File: config.mk
export PLATFORM = sky130hd
export DESIGN_NAME = mem_stage
export DESIGN_NICKNAME = d
export VERILOG_FILES = /design/src/rtl/mem_stage.sv
export SDC_FILE = /design/constraint.sdc
export NUM_CORES = 1
export LEC_CHECK = 0
export CAP_MARGIN = 20
export CORE_MARGIN = 1
export CORE_UTILIZATION = 44
export CTS_BUF_LIST = sky130_fd_sc_hd__clkbuf_16
export DETAILED_ROUTE_END_ITERATION = 10
export GPL_TIMING_DRIVEN = 0
export PLACE_DENSITY = 0.79
export SYNTH_ARGS = -nofsm -noshare
export SYNTH_HDL_FRONTEND = slang
export SYNTH_SLANG_ARGS = --single-unit
File: constraint.sdc
create_clock -name clk -period 6.7 [get_ports clk]
set_clock_uncertainty 0.05 [all_clocks]
set_input_delay 1.005 -clock clk [delete_from_list [all_inputs] [get_ports clk]]
set_output_delay 1.005 -clock clk [all_outputs]
set_load 0.01 [all_outputs]
File: src/rtl/mem_stage.sv
// mem_stage: pipeline MEM stage plus MEM/WB register.
// Issues data-memory loads/stores over a req/ack handshake, formats load data,
// builds store byte enables and stalls upstream while an access is outstanding.
// Optional build macro MEM_MISALIGN_TRAP_EN turns misaligned half/word accesses
// into a one-cycle bubble flagged on the extra misalign output.
module mem_stage #(
  parameter int ADDR_WIDTH = 32
) (
  input  logic                  clk,
  input  logic                  rst,
  input  logic                  ex_valid,
  input  logic [31:0]           alu_result,
  input  logic [31:0]           rs2_data,
  input  logic [4:0]            rd,
  input  logic                  reg_write,
  input  logic                  mem_reg,
  input  logic                  mem_write,
  input  logic [2:0]            funct3,
  output logic                  stall,
  output logic                  dmem_req,
  output logic                  dmem_we,
  output logic [ADDR_WIDTH-1:0] dmem_addr,
  output logic [31:0]           dmem_wdata,
  output logic [3:0]            dmem_be,
  input  logic                  dmem_ack,
  input  logic [31:0]           dmem_rdata,
  output logic [31:0]           memwb_mem_data,
  output logic [31:0]           memwb_alu_result,
  output logic [4:0]            memwb_rd,
  output logic                  memwb_reg_write,
  output logic                  memwb_mem_reg
`ifdef MEM_MISALIGN_TRAP_EN
  ,
  output logic                  misalign
`endif
);

  typedef enum logic {S_IDLE, S_WAIT} state_t;

  state_t      state_q, state_d;
  // Instruction fields captured when an access is issued; stable during WAIT.
  logic [31:0] alu_q, alu_d;
  logic [4:0]  rd_q, rd_d;
  logic        regw_q, regw_d;
  logic        memreg_q, memreg_d;
  logic [2:0]  f3_q, f3_d;
  logic        we_q, we_d;
  logic [3:0]  be_q, be_d;
  logic [31:0] wdata_q, wdata_d;
  // MEM/WB register.
  logic [31:0] wb_data_q, wb_data_d;
  logic [31:0] wb_alu_q, wb_alu_d;
  logic [4:0]  wb_rd_q, wb_rd_d;
  logic        wb_regw_q, wb_regw_d;
  logic        wb_memreg_q, wb_memreg_d;
`ifdef MEM_MISALIGN_TRAP_EN
  logic        mis_q, mis_d;
`endif

  // Select byte/half lane and sign- or zero-extend; other encodings are words.
  function automatic logic [31:0] fmt_load(input logic [2:0] f3, input logic [1:0] lane,
                                           input logic [31:0] w);
    logic [7:0]  b;
    logic [15:0] h;
    case (lane)
      2'd0:    b = w[7:0];
      2'd1:    b = w[15:8];
      2'd2:    b = w[23:16];
      default: b = w[31:24];
    endcase
    h = lane[1] ? w[31:16] : w[15:0];
    case (f3)
      3'b000:  return {{24{b[7]}}, b};
      3'b100:  return {24'd0, b};
      3'b001:  return {{16{h[15]}}, h};
      3'b101:  return {16'd0, h};
      default: return w;
    endcase
  endfunction

  function automatic logic [3:0] store_be(input logic [1:0] sz, input logic [1:0] lane);
    case (sz)
      2'b00:   return 4'b0001 << lane;
      2'b01:   return lane[1] ? 4'b1100 : 4'b0011;
      default: return 4'b1111;
    endcase
  endfunction

  function automatic logic [31:0] store_wdata(input logic [1:0] sz, input logic [31:0] d);
    case (sz)
      2'b00:   return {4{d[7:0]}};
      2'b01:   return {2{d[15:0]}};
      default: return d;
    endcase
  endfunction

`ifdef MEM_MISALIGN_TRAP_EN
  function automatic logic is_misaligned(input logic [1:0] sz, input logic [1:0] lane);
    case (sz)
      2'b00:   return 1'b0;
      2'b01:   return lane[0];
      default: return lane != 2'b00;
    endcase
  endfunction
`endif

  // Next-state, stall and MEM/WB contents; a bubble is the all-zero default.
  always_comb begin
    state_d     = state_q;
    alu_d       = alu_q;
    rd_d        = rd_q;
    regw_d      = regw_q;
    memreg_d    = memreg_q;
    f3_d        = f3_q;
    we_d        = we_q;
    be_d        = be_q;
    wdata_d     = wdata_q;
    wb_data_d   = 32'd0;
    wb_alu_d    = 32'd0;
    wb_rd_d     = 5'd0;
    wb_regw_d   = 1'b0;
    wb_memreg_d = 1'b0;
`ifdef MEM_MISALIGN_TRAP_EN
    mis_d       = 1'b0;
`endif
    stall       = 1'b0;
    case (state_q)
      S_IDLE: begin
        if (ex_valid) begin
          if (!(mem_reg || mem_write)) begin
            wb_alu_d    = alu_result;
            wb_rd_d     = rd;
            wb_regw_d   = reg_write;
            wb_memreg_d = mem_reg;
          end
`ifdef MEM_MISALIGN_TRAP_EN
          else if (is_misaligned(funct3[1:0], alu_result[1:0])) begin
            mis_d = 1'b1;
          end
`endif
          else begin
            stall    = 1'b1;
            state_d  = S_WAIT;
            alu_d    = alu_result;
            rd_d     = rd;
            regw_d   = reg_write;
            memreg_d = mem_reg;
            f3_d     = funct3;
            we_d     = mem_write;
            be_d     = mem_write ? store_be(funct3[1:0], alu_result[1:0]) : 4'b1111;
            wdata_d  = store_wdata(funct3[1:0], rs2_data);
          end
        end
      end
      default: begin
        stall = !dmem_ack;
        if (dmem_ack) begin
          state_d     = S_IDLE;
          wb_data_d   = memreg_q ? fmt_load(f3_q, alu_q[1:0], dmem_rdata) : 32'd0;
          wb_alu_d    = alu_q;
          wb_rd_d     = rd_q;
          wb_regw_d   = regw_q;
          wb_memreg_d = memreg_q;
        end
      end
    endcase
    if (rst) stall = 1'b0;
  end

  // State, request latches and MEM/WB register; reset aborts any access.
  always_ff @(posedge clk or posedge rst) begin
    if (rst) begin
      state_q     <= S_IDLE;
      alu_q       <= 32'd0;
      rd_q        <= 5'd0;
      regw_q      <= 1'b0;
      memreg_q    <= 1'b0;
      f3_q        <= 3'd0;
      we_q        <= 1'b0;
      be_q        <= 4'd0;
      wdata_q     <= 32'd0;
      wb_data_q   <= 32'd0;
      wb_alu_q    <= 32'd0;
      wb_rd_q     <= 5'd0;
      wb_regw_q   <= 1'b0;
      wb_memreg_q <= 1'b0;
`ifdef MEM_MISALIGN_TRAP_EN
      mis_q       <= 1'b0;
`endif
    end else begin
      state_q     <= state_d;
      alu_q       <= alu_d;
      rd_q        <= rd_d;
      regw_q      <= regw_d;
      memreg_q    <= memreg_d;
      f3_q        <= f3_d;
      we_q        <= we_d;
      be_q        <= be_d;
      wdata_q     <= wdata_d;
      wb_data_q   <= wb_data_d;
      wb_alu_q    <= wb_alu_d;
      wb_rd_q     <= wb_rd_d;
      wb_regw_q   <= wb_regw_d;
      wb_memreg_q <= wb_memreg_d;
`ifdef MEM_MISALIGN_TRAP_EN
      mis_q       <= mis_d;
`endif
    end
  end

  assign dmem_req         = (state_q == S_WAIT);
  assign dmem_we          = we_q;
  assign dmem_addr        = {alu_q[ADDR_WIDTH-1:2], 2'b00};
  assign dmem_wdata       = wdata_q;
  assign dmem_be          = be_q;
  assign memwb_mem_data   = wb_data_q;
  assign memwb_alu_result = wb_alu_q;
  assign memwb_rd         = wb_rd_q;
  assign memwb_reg_write  = wb_regw_q;
  assign memwb_mem_reg    = wb_memreg_q;
`ifdef MEM_MISALIGN_TRAP_EN
  assign misalign         = mis_q;
`endif

endmodule
==> flow_metrics.env, run 1 <==
export IMPL_status="complete, no violations"
export IMPL_hold_depth=2
export IMPL_max_freq_mhz=233
export IMPL_synth_top_area_share_pct=58.5
export IMPL_cts_buffers=17
export IMPL_worst_slew_pin_slew_ps=854
export IMPL_leakage_nw=4.55
export IMPL_reg2reg_setup_slack_ps=4820
export IMPL_worstPathMaxFanout=93
export IMPL_ant_nets=0
export IMPL_synth_area_leaders="dfrtp_1 (59%), nand2_1 (10%), a22o_1 (5.2%), buf_4 (4.0%), mux2i_1 (3.7%)"
export IMPL_ir_drop_mv=0.182
export IMPL_final_hold_violation_count=0
export IMPL_fp_dieW_um=123
export IMPL_cts_tree="done"
export IMPL_grt_usage_pct=25.6
export IMPL_setup_violations=0
export IMPL_die_y_um=123
export IMPL_area_delta_synth_final_pct=52.1
export IMPL_cpMostUsedCell="clkdlybuf4s50_1"
export IMPL_hp_start="dmem_wdata[6]$_DFFE_PP0P_"
export IMPL_final_setup_worst_slack_ps=2400
export IMPL_clkTransAtPathRegs_ps=60
export IMPL_syn_inst=626
export IMPL_antenna_found_initial=0
export IMPL_via_count=5473
export IMPL_fin_tns_setup_ps=0
export IMPL_place_inst=1057
export IMPL_ys_types=40
export IMPL_grt_ovfl_total=0
export IMPL_cts_sinks=151
export IMPL_syn_area_per_cell_um2=10.3
export IMPL_cp_end_kind="output port"
export IMPL_detailed_place_hpwl_um=13300
export IMPL_synth_async_sr_flop_share_pct=100
export IMPL_fin_crit_ps=4300
export IMPL_worstPathCellList="clkdlybuf4s50_1, inv_6, buf_16, and2_1, clkdlybuf4s50_1"
export IMPL_reg2reg_to="memwb_mem_data[13]$_DFF_PP0_"
export IMPL_pre_cts_ws_ps=2340
export IMPL_yosysSeqAreaShare_pct=58.5
export IMPL_clk_latency_ps=420
export IMPL_numPortBuffers=249
export IMPL_cp_slowest_cell="inv_6"
export IMPL_fin_cells=1089
export IMPL_relSlewSlack_pct=43.1
export IMPL_critical_path_top_delay_family="buffers and inverters"
export IMPL_min_path_type="reg -> reg"
export IMPL_drt_pass1_iterations=6
export IMPL_dieArea_um2=15200
export IMPL_cap_viol_max_count=0
export IMPL_drive_above_1_share_pct=12.0
export IMPL_crit_path_start_kind="input pin"
export IMPL_yosys_area_top_type="dfrtp_1"
export IMPL_clock_root_buffer="clkbuf_16"
export IMPL_rows=43
export IMPL_ioPinCount=253
export IMPL_finalPower_w=0.00294
export IMPL_cts_resized=0
export IMPL_worstPathRequired_ps=5640
export IMPL_r2r_start="f3_q[1]$_DFFE_PP0P_"
export IMPL_n_antenna_cell=0
export IMPL_yosys_register_bits=151
export IMPL_initial_core_util_pct=45.8
export IMPL_rsz0062_at_grt="no"
export IMPL_maxSlewViolCount=0
export IMPL_viasPerCell=5.03
export IMPL_ys_flop_type="dfrtp_1"
export IMPL_final_net_count=1007
export IMPL_htree_levels=4
export IMPL_grt_max_degree=94
export IMPL_critPathBufInv=4
export IMPL_r2r_cells=6
export IMPL_worstPathArrival_ps=3240
export IMPL_grt_pass1_wl_um=28600
export IMPL_drtIter0Drc=274
export IMPL_period_share_pct=64.2
export IMPL_place_gp_congestion=0.806
export IMPL_grt_pass1_vias=5405
export IMPL_path_class="in -> out"
export IMPL_cts_setup_buffers=0
export IMPL_hold_buffers=0
export IMPL_ctsLongestPathBuffers=2
export IMPL_yosys_warnings=0
export IMPL_synth_edf_count=0
export IMPL_hold_path_end="dmem_wdata[6]$_DFFE_PP0P_"
export IMPL_fin_hold_ws_ps=429
export IMPL_wl_per_cell_um=17.2
export IMPL_cellPowerDensity_nw_per_um2=299
export IMPL_drcViolationCount=0
export IMPL_finalWirelength_um=18700
export IMPL_critPathMaxStageDelay_ps=620
export IMPL_syn_area_um2=6450
export IMPL_core_um2=14100
## layout make-up
class | count | area, µm²
fillers | 1095 | 4280
clock buffers | 17 | 425
inverters | 21 | 83.8
flip-flops and latches | 151 | 3780
well taps | 180 | 225
multi-input cells | 384 | 2190
repair buffers | 250 | 2520
plain buffers | 71 | 415
clock inverters | 15 | 185
## cell usage after synthesis (8+ instances only)
cell type,number
a22o_1,38
buf_4,34
inv_1,20
buf_1,8
dfrtp_1,151
nand2_1,179
o21ai_1,26
a21oi_1,24
mux2i_1,24
clkbuf_1,17
nor2_1,14
buf_2,11
a21oi_2,17
o21ai_0,15
## how the worst max path moves through the flow
| stage | startpoint | to | slack (ps) | depth (start not counted) |
|---|---|---|---|---|
| 6_report | rst | stall | 2400 | 5 |
| 5_1_grt | rst | stall | 2180 | 5 |
| 3_3_place_gp | rst | stall | -1130 | 4 |
| 3_5_place_dp | rst | stall | 2340 | 5 |
| 2_1_floorplan | rst | stall | 1050 | 2 |
| 4_1_cts | rst | stall | 2340 | 5 |
## layer usage
| metal | up-vias | wire length, µm | global-route usage (%) |
|---|---|---|---|
| met3 | 34 | 1350 | 7.01 |
| li1 | 2609 | - | - |
| met4 | 0 | 445 | 10.1 |
| met5 | - | 0 | 0 |
| met2 | 215 | 9340 | 43.1 |
| met1 | 2615 | 7560 | 31.0 |
## tightest hold or removal path, stage by stage, from the launching register on
cell and delay, ps:
dfrtp_1 340, nand2_1 50, nand2_1 50
## per-stage QoR
| step | utilization [%] | area, µm² |
|---|---|---|
| 4_1_cts | 69.7 | 9820 |
| 3_5_place_dp | 65.3 | 9210 |
| 2_1_floorplan | - | 6460 |
| 6_report | 69.7 | 9820 |
| 3_3_place_gp | 65.1 | 9180 |
| 5_1_grt | 69.7 | 9820 |
## power breakdown
group          internal, W  switching (W)
sequential         0.00105      0.0000834
clock             0.000617       0.000371
combinational     0.000437       0.000377
## placed cells by master (no fill, tap or decap), types with 2 or more instances in the layout
cell,count
mux2i_1,24
o21ai_0,15
a21oi_2,17
clkinvlp_4,3
o21a_1,3
buf_4,34
and2_1,2
nor2b_1,2
mux2_2,7
a22o_1,38
clkdlybuf4s50_1,249
a21oi_1,24
inv_1,21
clkinv_1,2
conb_1,2
o221ai_1,7
buf_2,11
clkbuf_1,17
nand2_1,179
clkbuf_16,17
dfrtp_1,151
buf_1,8
bufinv_16,4
inv_6,2
o21ai_1,26
o22ai_1,7
clkinv_2,2
nor2_1,14
## cells by family (layout without fill, tap and decap cells)
family	Yosys count	in the layout	share of synthesized area (%)
AO/OA/AOI/OAI	142	142	15.5
buffers and inverters	92	374	7.66
multiplexers	33	33	5.50
AND/OR/NAND/NOR	207	207	12.8
flip-flops	151	151	58.5
other	1	2	0.0581
(Power assumes the default switching activity.)
==> run 2, diff against run 1 <==
--- a/config.mk
+++ b/config.mk
@@ -7,11 +7,11 @@
 export LEC_CHECK = 0
 export CAP_MARGIN = 20
 export CORE_MARGIN = 1
-export CORE_UTILIZATION = 44
+export CORE_UTILIZATION = 40
 export CTS_BUF_LIST = sky130_fd_sc_hd__clkbuf_16
 export DETAILED_ROUTE_END_ITERATION = 10
 export GPL_TIMING_DRIVEN = 0
-export PLACE_DENSITY = 0.79
+export PLACE_DENSITY = 0.75
 export SYNTH_ARGS = -nofsm -noshare
 export SYNTH_HDL_FRONTEND = slang
 export SYNTH_SLANG_ARGS = --single-unit
==> constraint.sdc (replaced) <==
create_clock -name clk -period 3.91 [get_ports clk]
set_clock_uncertainty 0.05 [all_clocks]
set_input_delay 0.5865 -clock clk [delete_from_list [all_inputs] [get_ports clk]]
set_output_delay 0.5865 -clock clk [all_outputs]
set_load 0.01 [all_outputs]
==> flow_metrics.env, run 2 (synthesized netlist as in run 1, its figures left out) <==
export IMPL_status="complete, no violations"
export IMPL_min_path_type="reg -> reg"
export IMPL_cap_viol_max_count=0
export IMPL_p_sw_w=0.00142
export IMPL_grt_ovfl_total=0
export IMPL_ant_nets=0
export IMPL_critPathMaxStageDelay_ps=500
export IMPL_p_int_w=0.00336
export IMPL_path_class="in -> out"
export IMPL_r2r_start="alu_q[1]$_DFFE_PP0P_"
export IMPL_final_net_count=1010
export IMPL_worst_slew_pin_slew_ps=667
export IMPL_cp_end_kind="output port"
export IMPL_initial_core_util_pct=40.8
export IMPL_drtIter0Drc=299
export IMPL_wl_per_cell_um=16.5
export IMPL_cts_sinks=151
export IMPL_cellPowerDensity_nw_per_um2=487
export IMPL_worstPathCellList="clkdlybuf4s50_1, clkinvlp_4, buf_12, and2_1, clkdlybuf4s50_1"
export IMPL_worstPathArrival_ps=2590
export IMPL_fin_crit_ps=3220
export IMPL_numPortBuffers=249
export IMPL_viasPerCell=4.90
export IMPL_critPathBufInv=4
export IMPL_area_delta_synth_final_pct=52.1
export IMPL_cpMostUsedCell="clkdlybuf4s50_1"
export IMPL_hold_path_end="rd_q[1]$_DFFE_PP0P_"
export IMPL_hp_start="rd_q[1]$_DFFE_PP0P_"
export IMPL_clock_root_buffer="clkbuf_16"
export IMPL_critical_path_top_delay_family="buffers and inverters"
export IMPL_period_share_pct=82.4
export IMPL_finalWirelength_um=18600
export IMPL_drt_pass1_iterations=5
export IMPL_detailed_place_hpwl_um=13900
export IMPL_grt_pass1_vias=5447
export IMPL_antenna_found_initial=0
export IMPL_rsz0062_at_grt="no"
export IMPL_cts_setup_buffers=0
export IMPL_worstPathMaxFanout=34
export IMPL_clkTransAtPathRegs_ps=60
export IMPL_n_antenna_cell=0
export IMPL_final_common_cell="clkdlybuf4s50_1"
export IMPL_relSlewSlack_pct=55.5
export IMPL_htree_levels=4
export IMPL_worstPathRequired_ps=3270
export IMPL_power_switching_share_pct=29.8
export IMPL_pre_cts_ws_ps=629
export IMPL_place_gp_congestion=0.829
export IMPL_die_y_um=129
export IMPL_comb_power_share_pct=29.2
export IMPL_final_hold_violation_count=0
export IMPL_ioPinCount=253
export IMPL_cts_resized=0
export IMPL_grt_max_degree=35
export IMPL_drcViolationCount=0
export IMPL_seq_power_share_pct=40.7
export IMPL_drive_above_1_share_pct=12.4
export IMPL_reg2reg_to="memwb_mem_data[24]$_DFF_PP0_"
export IMPL_leakage_nw=4.53
export IMPL_core_um2=15800
export IMPL_dieArea_um2=16600
export IMPL_clk_latency_ps=410
export IMPL_reg2reg_setup_slack_ps=2050
export IMPL_final_core_util_pct=62.0
export IMPL_via_count=5521
export IMPL_cts_tree="done"
export IMPL_hold_buffers=0
export IMPL_power_frac_clock_pct=30.1
export IMPL_ctsLongestPathBuffers=2
export IMPL_crit_path_start_kind="input pin"
export IMPL_setup_violations=0
export IMPL_ir_drop_mv=0.273
export IMPL_maxSlewViolCount=0
export IMPL_cp_slowest_cell="clkdlybuf4s50_1"
export IMPL_final_cell_mix="clkdlybuf4s50_1 (249), nand2_1 (179), dfrtp_1 (151), a22o_1 (38), buf_4 (34)"
export IMPL_grt_pass1_wl_um=28600
export IMPL_cts_buffers=17
export IMPL_max_freq_mhz=310
export IMPL_final_setup_worst_slack_ps=687
export IMPL_grt_usage_pct=22.9
export IMPL_hold_depth=2
export IMPL_r2r_cells=6
export IMPL_finalPower_w=0.00478
export IMPL_rows=46
export IMPL_fp_dieW_um=129
[run 2: cell types whose count changed in the layout (fill, tap and decap cells not counted), sizes merged]
cell	delta
buf	+3
bufinv	-4
clkinv	+2
clkinvlp	+2
inv	-1
[run 2: cell type report]
cell class	count	area, µm²
Fill cell	1325	6010
Sequential cell	151	3780
Timing Repair Buffer	253	2570
Multi-Input combinational cell	384	2190
Clock buffer	17	425
Buffer	71	415
Tap cell	216	270
Clock inverter	14	88.8
Inverter	21	82.6
[run 2: layer usage]
layer | track usage [%] | part of all wire, %
met1 | 27.8 | 41
met2 | 38.4 | 49
met3 | 5.24 | 6.8
met4 | 11.3 | 3.4
met5 | 0 | 0
[run 2: worst max-delay path by stage]
stage / slack [ps] / cells past startpoint / start / endpoint
final: 690 / 5 / rst / stall
after global routing: 510 / 5 / rst / stall
after CTS: 630 / 5 / rst / stall
after detailed placement: 630 / 5 / rst / stall
after global placement: -1970 / 4 / rst / stall
after floorplan: 30 / 2 / rst / stall
[run 2: worst reg2reg max path, delay by kind of cell, from the launching register on]
family / cells / cell delay, ps
flip-flops: 1 / 320
AO/OA/AOI/OAI: 3 / 490
multiplexers: 1 / 370
buffers and inverters: 2 / 490
[run 2: power by group through the flow]
stage	clock, W	combinational, W	sequential (W)
5_1_grt	0.00153	0.00151	0.00198
3_3_place_gp	0	0.00138	0.00196
6_report	0.00144	0.00140	0.00195
3_5_place_dp	0	0.00141	0.00197
4_1_cts	0.00147	0.00141	0.00195
2_1_floorplan	0	0.000602	0.00202
[run 2: stage by stage]
| step | hold WS, ps | cells | TNS (ps) | instance area [µm²] |
|---|---|---|---|---|
| after detailed placement | 412 | 1096 | 0 | 9310 |
| after floorplan | 389 | 627 | 0 | 6460 |
| after CTS | 428 | 1127 | 0 | 9820 |
| final | 425 | 1127 | 0 | 9820 |
| after global placement | 407 | 1092 | -2480 | 9230 |
| after global routing | 446 | 1127 | 0 | 9820 |
==> run 3, diff against run 2 <==
--- a/config.mk
+++ b/config.mk
@@ -7,11 +7,11 @@
 export LEC_CHECK = 0
 export CAP_MARGIN = 20
 export CORE_MARGIN = 1
-export CORE_UTILIZATION = 40
+export CORE_UTILIZATION = 44
 export CTS_BUF_LIST = sky130_fd_sc_hd__clkbuf_16
 export DETAILED_ROUTE_END_ITERATION = 10
 export GPL_TIMING_DRIVEN = 0
-export PLACE_DENSITY = 0.75
+export PLACE_DENSITY = 0.79
 export SYNTH_ARGS = -nofsm -noshare
 export SYNTH_HDL_FRONTEND = slang
 export SYNTH_SLANG_ARGS = --single-unit
==> constraint.sdc (replaced) <==
create_clock -name clk -period 3 [get_ports clk]
set_clock_uncertainty 0.05 [all_clocks]
set_input_delay 0.45 -clock clk [delete_from_list [all_inputs] [get_ports clk]]
set_output_delay 0.45 -clock clk [all_outputs]
set_load 0.01 [all_outputs]
==> flow_metrics.env, run 3 (synthesized netlist as in run 1, its figures left out) <==
export IMPL_status="complete, no violations"
export IMPL_grt_ovfl_total=0
export IMPL_reg2reg_to="memwb_alu_result[20]$_DFF_PP0_"
export IMPL_fin_area_um2=9890
export IMPL_grt_usage_pct=24.9
export IMPL_drcViolationCount=0
export IMPL_min_path_type="in -> async"
export IMPL_cp_end_kind="output port"
export IMPL_r2r_cells=5
export IMPL_grt_pass1_wl_um=28400
export IMPL_place_inst=1060
export IMPL_drtIter0Drc=264
export IMPL_rsz0062_at_grt="no"
export IMPL_path_class="in -> out"
export IMPL_fin_tns_setup_ps=0
export IMPL_initial_core_util_pct=45.8
export IMPL_cts_tree="done"
export IMPL_viasPerCell=5.00
export IMPL_fin_crit_ps=2840
export IMPL_numPortBuffers=249
export IMPL_fin_cells=1092
export IMPL_maxSlewViolCount=0
export IMPL_rows=43
export IMPL_cp_slowest_cell="clkdlybuf4s50_1"
export IMPL_drt_pass1_iterations=5
export IMPL_r2r_start="dmem_req$_DFF_PP0_"
export IMPL_clk_latency_ps=410
export IMPL_dieArea_um2=15200
export IMPL_htree_levels=4
export IMPL_grt_pass1_vias=5517
export IMPL_cts_buffers=17
export IMPL_final_cell_mix="clkdlybuf4s50_1 (249), nand2_1 (179), dfrtp_1 (151), a22o_1 (38), buf_4 (34)"
export IMPL_worst_slew_pin_slew_ps=629
export IMPL_final_net_count=1010
export IMPL_fin_hold_ws_ps=279
export IMPL_max_freq_mhz=353
export IMPL_reg2reg_setup_slack_ps=1110
export IMPL_antenna_found_initial=0
export IMPL_critPathMaxStageDelay_ps=550
export IMPL_via_count=5464
export IMPL_worstPathMaxFanout=10
export IMPL_core_um2=14100
export IMPL_ant_nets=0
export IMPL_ctsLongestPathBuffers=2
export IMPL_ir_drop_mv=0.386
export IMPL_cap_viol_max_count=0
export IMPL_relSlewSlack_pct=58.1
export IMPL_drive_above_1_share_pct=12.7
export IMPL_finalWirelength_um=18100
export IMPL_cts_sinks=151
export IMPL_place_gp_congestion=0.795
export IMPL_worstPathCellList="clkdlybuf4s50_1, nor2b_2, o21ai_2, buf_2, o21ai_1, and2_1, clkdlybuf4s50_1"
export IMPL_setup_violations=0
export IMPL_worstPathRequired_ps=2500
export IMPL_area_delta_synth_final_pct=53.3
export IMPL_hold_buffers=0
export IMPL_clock_root_buffer="clkbuf_16"
export IMPL_grt_max_degree=41
export IMPL_detailed_place_hpwl_um=13400
export IMPL_worstPathArrival_ps=2340
export IMPL_postPlaceCellArea_um2=9260
export IMPL_leakage_nw=4.59
export IMPL_period_share_pct=94.6
export IMPL_wl_per_cell_um=16.6
export IMPL_final_core_util_pct=70.2
export IMPL_clkTransAtPathRegs_ps=60
export IMPL_fp_dieW_um=123
export IMPL_final_hold_violation_count=0
export IMPL_n_antenna_cell=0
export IMPL_ioPinCount=253
export IMPL_crit_path_start_kind="input pin"
export IMPL_final_common_cell="clkdlybuf4s50_1"
export IMPL_cellPowerDensity_nw_per_um2=668
export IMPL_die_y_um=123
export IMPL_cpMostUsedCell="clkdlybuf4s50_1"
run 3: what timing repair did:
item                                    in CTS  in global routing
endpoints found under the setup margin       0                  1
endpoints found under the hold margin        0                  0
setup buffers                                0                  0
resized for setup                            0                  2
run 3: layer usage:
layer	GRT usage (%)	up-vias	part of all wire [%]
met5	0	-	0
met4	12.3	0	3.3
met3	7.29	41	7.9
met2	39.2	236	47
met1	31.4	2572	41
li1	-	2615	-
run 3: cell type report:
type / instances / area, µm²
plain buffers: 71 / 415
fillers: 1057 / 4200
clock buffers: 17 / 425
multi-input cells: 384 / 2190
inverters: 21 / 82.6
flip-flops and latches: 151 / 3780
repair buffers: 253 / 2570
clock inverters: 15 / 201
well taps: 180 / 225
run 3: power by group:
part	internal, W	switching [W]
Sequential	0.00235	0.000183
Combinational	0.000984	0.000844
Clock	0.00140	0.000847
Total	0.00474	0.00187
run 3: how the worst max path moves through the flow:
stage	from	slack [ps]	to	cells past startpoint
finish	ex_valid	160	stall	7
global route	ex_valid	80	stall	7
CTS	ex_valid	30	stall	7
detailed placement	ex_valid	10	stall	7
global placement	rst	-2550	stall	4
floorplan	rst	-610	stall	2
run 3: worst max-delay path: cells and delay by family:
kind / cells / cell delay, ps
AND/OR/NAND/NOR: 2 / 370
buffers and inverters: 3 / 1250
AO/OA/AOI/OAI: 2 / 260
run 3: stage by stage:
step / power [W] / setup slack, ps
floorplan: 0.00342 / -606
global placement: 0.00435 / -2550
detailed placement: 0.00440 / 10.8
CTS: 0.00667 / 27.5
global route: 0.00693 / 80.6
finish: 0.00661 / 163
